<file path="config.mk">
export PLATFORM = sky130hd
export DESIGN_NAME = axis_m_pkt
export DESIGN_NICKNAME = d
export VERILOG_FILES = /design/src/rtl/axis_m_pkt.sv
export SDC_FILE = /design/constraint.sdc
export NUM_CORES = 1
export LEC_CHECK = 0
export CELL_PAD_IN_SITES_DETAIL_PLACEMENT = 2
export CELL_PAD_IN_SITES_GLOBAL_PLACEMENT = 2
export CORE_MARGIN = 3
export CORE_UTILIZATION = 42
export DETAILED_ROUTE_END_ITERATION = 16
export PLACE_DENSITY_LB_ADDON = 0.05
export SETUP_SLACK_MARGIN = 0.1
export SLEW_MARGIN = 20
export SYNTH_ARGS = -nofsm -noshare
export SYNTH_HDL_FRONTEND = slang
export SYNTH_SLANG_ARGS = --single-unit
</file>
<file path="constraint.sdc">
create_clock -name clk -period 7.4 [get_ports clk]
set_input_delay 1.48 -clock clk [delete_from_list [all_inputs] [get_ports clk]]
set_output_delay 1.48 -clock clk [all_outputs]
set_load 0.02 [all_outputs]
</file>
<file path="src/rtl/axis_m_pkt.sv">
// AXI-stream master stage: buffers producer words in a small FIFO, tags each
// word with tlast from a runtime packet length, and counts sent packets.
module axis_m_pkt #(
    parameter int WIDTH = 32,
    parameter int DEPTH = 4,
    parameter int LEN_W = 16
) (
    input  logic             clk,
    input  logic             rst_n,
    input  logic             valid_in,
    input  logic [WIDTH-1:0] data_in,
    output logic             ready_out,
    input  logic [LEN_W-1:0] pkt_len,
    output logic [WIDTH-1:0] m_axis_tdata,
    output logic             m_axis_tvalid,
    input  logic             m_axis_tready,
    output logic             m_axis_tlast,
    output logic [LEN_W-1:0] beat_cnt,
    output logic [LEN_W-1:0] pkt_cnt,
    output logic             pkt_done
);
    localparam int AW = $clog2(DEPTH);
    localparam int CW = AW + 1;

    logic [WIDTH:0]   mem_q [DEPTH];
    logic [WIDTH:0]   mem_d [DEPTH];
    logic [AW-1:0]    wr_ptr_q, wr_ptr_d;
    logic [AW-1:0]    rd_ptr_q, rd_ptr_d;
    logic [CW-1:0]    cnt_q, cnt_d;
    logic [LEN_W-1:0] beat_cnt_q, beat_cnt_d;
    logic [LEN_W-1:0] len_q, len_d;
    logic [LEN_W-1:0] pkt_cnt_q, pkt_cnt_d;
    logic             pkt_done_q, pkt_done_d;

    logic             full, empty, push, pop, is_last;
    logic [WIDTH:0]   head;
    logic [LEN_W-1:0] eff_len;

    assign full          = (cnt_q == CW'(DEPTH));
    assign empty         = (cnt_q == '0);
    assign head          = mem_q[rd_ptr_q];
    assign ready_out     = ~full;
    assign m_axis_tvalid = ~empty;
    // Gate the head entry so a stale slot never shows on an idle bus.
    assign m_axis_tdata  = empty ? '0 : head[WIDTH-1:0];
    assign m_axis_tlast  = ~empty & head[WIDTH];
    assign push          = valid_in & ready_out;
    assign pop           = m_axis_tvalid & m_axis_tready;
    assign beat_cnt      = beat_cnt_q;
    assign pkt_cnt       = pkt_cnt_q;
    assign pkt_done      = pkt_done_q;

    // Length is latched on the first beat so mid-packet changes are ignored;
    // a length of 0 behaves like 1.
    assign eff_len = (beat_cnt_q == '0) ? pkt_len : len_q;
    assign is_last = (eff_len <= LEN_W'(1)) || (beat_cnt_q == eff_len - LEN_W'(1));

    always_comb begin
        mem_d      = mem_q;
        wr_ptr_d   = wr_ptr_q;
        rd_ptr_d   = rd_ptr_q;
        cnt_d      = cnt_q;
        beat_cnt_d = beat_cnt_q;
        len_d      = len_q;
        pkt_cnt_d  = pkt_cnt_q;
        pkt_done_d = 1'b0;

        if (push) begin
            mem_d[wr_ptr_q] = {is_last, data_in};
            wr_ptr_d        = wr_ptr_q + AW'(1);
            beat_cnt_d      = is_last ? '0 : beat_cnt_q + LEN_W'(1);
            if (beat_cnt_q == '0)
                len_d = pkt_len;
        end
        if (pop) begin
            rd_ptr_d = rd_ptr_q + AW'(1);
            if (head[WIDTH]) begin
                pkt_cnt_d  = pkt_cnt_q + LEN_W'(1);
                pkt_done_d = 1'b1;
            end
        end
        case ({push, pop})
            2'b10:   cnt_d = cnt_q + CW'(1);
            2'b01:   cnt_d = cnt_q - CW'(1);
            default: cnt_d = cnt_q;
        endcase
    end

    always_ff @(posedge clk or negedge rst_n) begin
        if (!rst_n) begin
            for (int i = 0; i < DEPTH; i++)
                mem_q[i] <= '0;
            wr_ptr_q   <= '0;
            rd_ptr_q   <= '0;
            cnt_q      <= '0;
            beat_cnt_q <= '0;
            len_q      <= '0;
            pkt_cnt_q  <= '0;
            pkt_done_q <= 1'b0;
        end else begin
            mem_q      <= mem_d;
            wr_ptr_q   <= wr_ptr_d;
            rd_ptr_q   <= rd_ptr_d;
            cnt_q      <= cnt_d;
            beat_cnt_q <= beat_cnt_d;
            len_q      <= len_d;
            pkt_cnt_q  <= pkt_cnt_d;
            pkt_done_q <= pkt_done_d;
        end
    end

endmodule

</file>
==> out/metrics.yaml <==
synthesis:
  synth_top_family_by_area: "multiplexers"
  yosysWarnings: 0
  synth-edff-count: 0
  synth_mux_area_share_pct: 26.4
  synth_nets: 809
  syn_inst: 746
  yosys.area_share.simple_pct: 12.3
  synth_cell_types: 55
  synth-xor-area-share_pct: 5.45
  synth-seq-area-share_pct: 48.8
  yosys_register_bits: 188
  synth.avg_cell_area_sq_um: 12.9
  netlist_area_sq_um: 9640
  synthArstFlopShare_pct: 100
  ys.flop_type: "dfrtp_1"
  synth-compound-area-share_pct: 2.91
  synthAdderAreaFrac_pct: 1.51
route:
  antenna_left: 0
  first_iter_violations: 242
  wl_per_cell_microns: 24.2
  vias: 6509
  drc_errors: 0
  drt-pass1-iter-count: 4
  routed_wl_mm: 27.5
  vias_per_cell: 5.72
worst_setup_path:
  critPathCaptureType: "flop"
  r2r_start: "beat_cnt[0]"
  r2r_cells: 14
  required_ns: 7.69
  cp_max_fo: 15
  startpoint_type: "flop"
  critPathArrivalTime_ns: 6.01
  critPathKind: "reg2reg"
  r2r_end: "beat_cnt[15]"
  r2r_slack_ns: 1.68
final_layout:
  final_cell_mix: "186 x dfrtp_1, 143 x mux2_2, 118 x clkdlybuf4s50_1, 39 x xnor2_1, 37 x and2_1"
  antenna_cells: 0
  area_growth_pct: 20.2
  fillers: 2117
  drive_above_1_share_pct: 28.0
  final_area_sq_um: 11600
  final_common_cell: "dfrtp_1"
  fin_nets: 909
placed_design:
  numPortBuffers: 119
  postPlaceCellArea_sq_um: 11000
  pre_cts_ws_ns: 1.71
  dpl.hpwl_mm: 18.6
  gp_congestion: 0.875
floorplanning:
  ioPinCount: 120
  core_area_sq_um: 22200
  rows: 54
  dieArea_sq_um: 24800
  die_h_microns: 158
  die_x_microns: 158
  start_util_pct: 43.5
cts:
  htreeDepth: 4
  numClockSinks: 188
  cts_root_buf: "clkbuf_16"
  tritoncts: "done"
  clockBufferDepth: 2
  clk_pin_slew_ns: 0.08
  cts_buffers: 17
  insertion_delay_ns: 0.44
  post_cts_buffers: 0
  cts-hold-fix-buffers: 0
  ctsResizeCount: 0
global_routing:
  grt_use_total_pct: 23.0
  grt_overflow: 0
  first_global_vias: 7598
  grt_pass1_wl_mm: 43.9
  grt_max_degree: 108
  antenna_found_initial: 0
pwr:
  leakagePower_nw: 4.89
  irDropWorstVdd_mv: 0.224
  power_density_nw_per_um2: 411
sta:
  hold_violations: 0
  min_period_over_period_pct: 77.3
  final.setup.worst_slack_ns: 1.68
  rsz0062_at_grt: "false"
  finalSetupViolations: 0
  finClkSkew_ns: 0.0133
  finalCriticalPeriod_ns: 5.72
  slew_headroom_pct: 27.0
  fin_setup_tns_ns: 0
  fmax_ghz: 0.175
  worst_pin_slew_ns: 1.08
  drv_slew: 0
hold_path:
  min_from: "pkt_cnt[8]"
  whs_path_depth: 1
  min_path_type: "reg2reg"
  hold_path_end: "pkt_cnt[8]"
flow_run:
  cap_violations: 0
outcome:
  status: "complete, no violations"
-- cell families after synthesis --
kind of cell,Yosys count
compound gates,38
xor+xnor,60
fa+ha+maj,11
buf+inv,57
flops,188
mux,194
simple gates,198
-- per-layer routing --
metal,vias up,wire (microns),global-route usage [%]
met1,3471,11700,28.9
met4,0,223,4.59
li1,2901,-,-
met5,-,0,0
met2,122,14600,41.2
met3,15,1040,4.70
-- layout make-up --
cell class | count | area [sq um] | area share (%)
Clock inverter | 14 | 131 | 1.13
Multi-Input combinational cell | 501 | 4690 | 40.5
Timing Repair Buffer | 123 | 1230 | 10.6
Clock buffer | 17 | 425 | 3.67
Inverter | 15 | 56.3 | 0.486
Tap cell | 280 | 350 | 3.02
Sequential cell | 188 | 4710 | 40.6
-- registers in the layout, indices dropped and copies added (netlist names) --
name / cells
len_q: 16
rd_ptr_q: 2
wr_ptr_q: 2
pkt_cnt: 16
beat_cnt: 16
pkt_done: 1
mem_q: 132
cnt_q: 3
-- report_power, final --
| part | total [W] | internal (W) | switching [W] |
|---|---|---|---|
| Sequential | 0.00172 | 0.00143 | 0.000299 |
| Combinational | 0.00215 | 0.00119 | 0.000962 |
| Clock | 0.000893 | 0.000443 | 0.000451 |
-- cells in the mapped netlist (all sizes together), types with 5 or more instances --
library cell  instances  area [sq um]
dfrtp               188          4700
clkbuf               29           109
nand2                30           113
and3                  5          31.3
ha                   10           125
and2                 37           231
mux2i                17           170
nand3                18          90.1
or4                   9          75.1
xor2                 21           184
o21ai                17          85.1
nand4                11          83.8
nor2                 33           149
mux2                143          1610
xnor2                39           342
mux4                 34           766
nor3                 21           110
nor4                 16           136
buf                  13          91.3
inv                  15          56.3
-- worst max-delay path, stage by stage (launching register included) --
cell and delay (ns):
dfrtp_1 0.48, inv_1 0.18, ha_1 0.18, nor4b_4 0.29, and4_1 0.76, mux2i_1 0.44, ha_1 0.33, or3b_1 0.52
xnor2_1 0.18, a22o_1 0.28, nor4b_2 0.28, nor3_1 0.10, or4_4 0.53, o41ai_4 0.87, nor2_1 0.13
-- through the flow --
| stage | instances | hold WS [ns] | power [W] | util, % |
|---|---|---|---|---|
| finish | 1138 | 0.490 | 0.00477 | 52.3 |
| global placement | 1107 | 0.458 | 0.00374 | 49.8 |
| global route | 1138 | 0.522 | 0.00505 | 52.3 |
| floorplan | 746 | 0.450 | 0.00302 | - |
| detailed placement | 1107 | 0.485 | 0.00389 | 49.8 |
| CTS | 1138 | 0.496 | 0.00483 | 52.3 |
-- worst max-delay path by stage --
stage / slack, ns / depth (start not counted) / start / endpoint
detailed placement: 1.71 / 11 / pkt_len[1] / beat_cnt[15]
floorplan: 2.91 / 18 / beat_cnt[0] / beat_cnt[9]
global placement: 1.87 / 11 / pkt_len[0] / beat_cnt[15]
global route: 1.34 / 14 / beat_cnt[0] / beat_cnt[15]
CTS: 1.68 / 14 / beat_cnt[0] / beat_cnt[15]
finish: 1.68 / 14 / beat_cnt[0] / beat_cnt[15]
(Power assumes the default switching activity.)
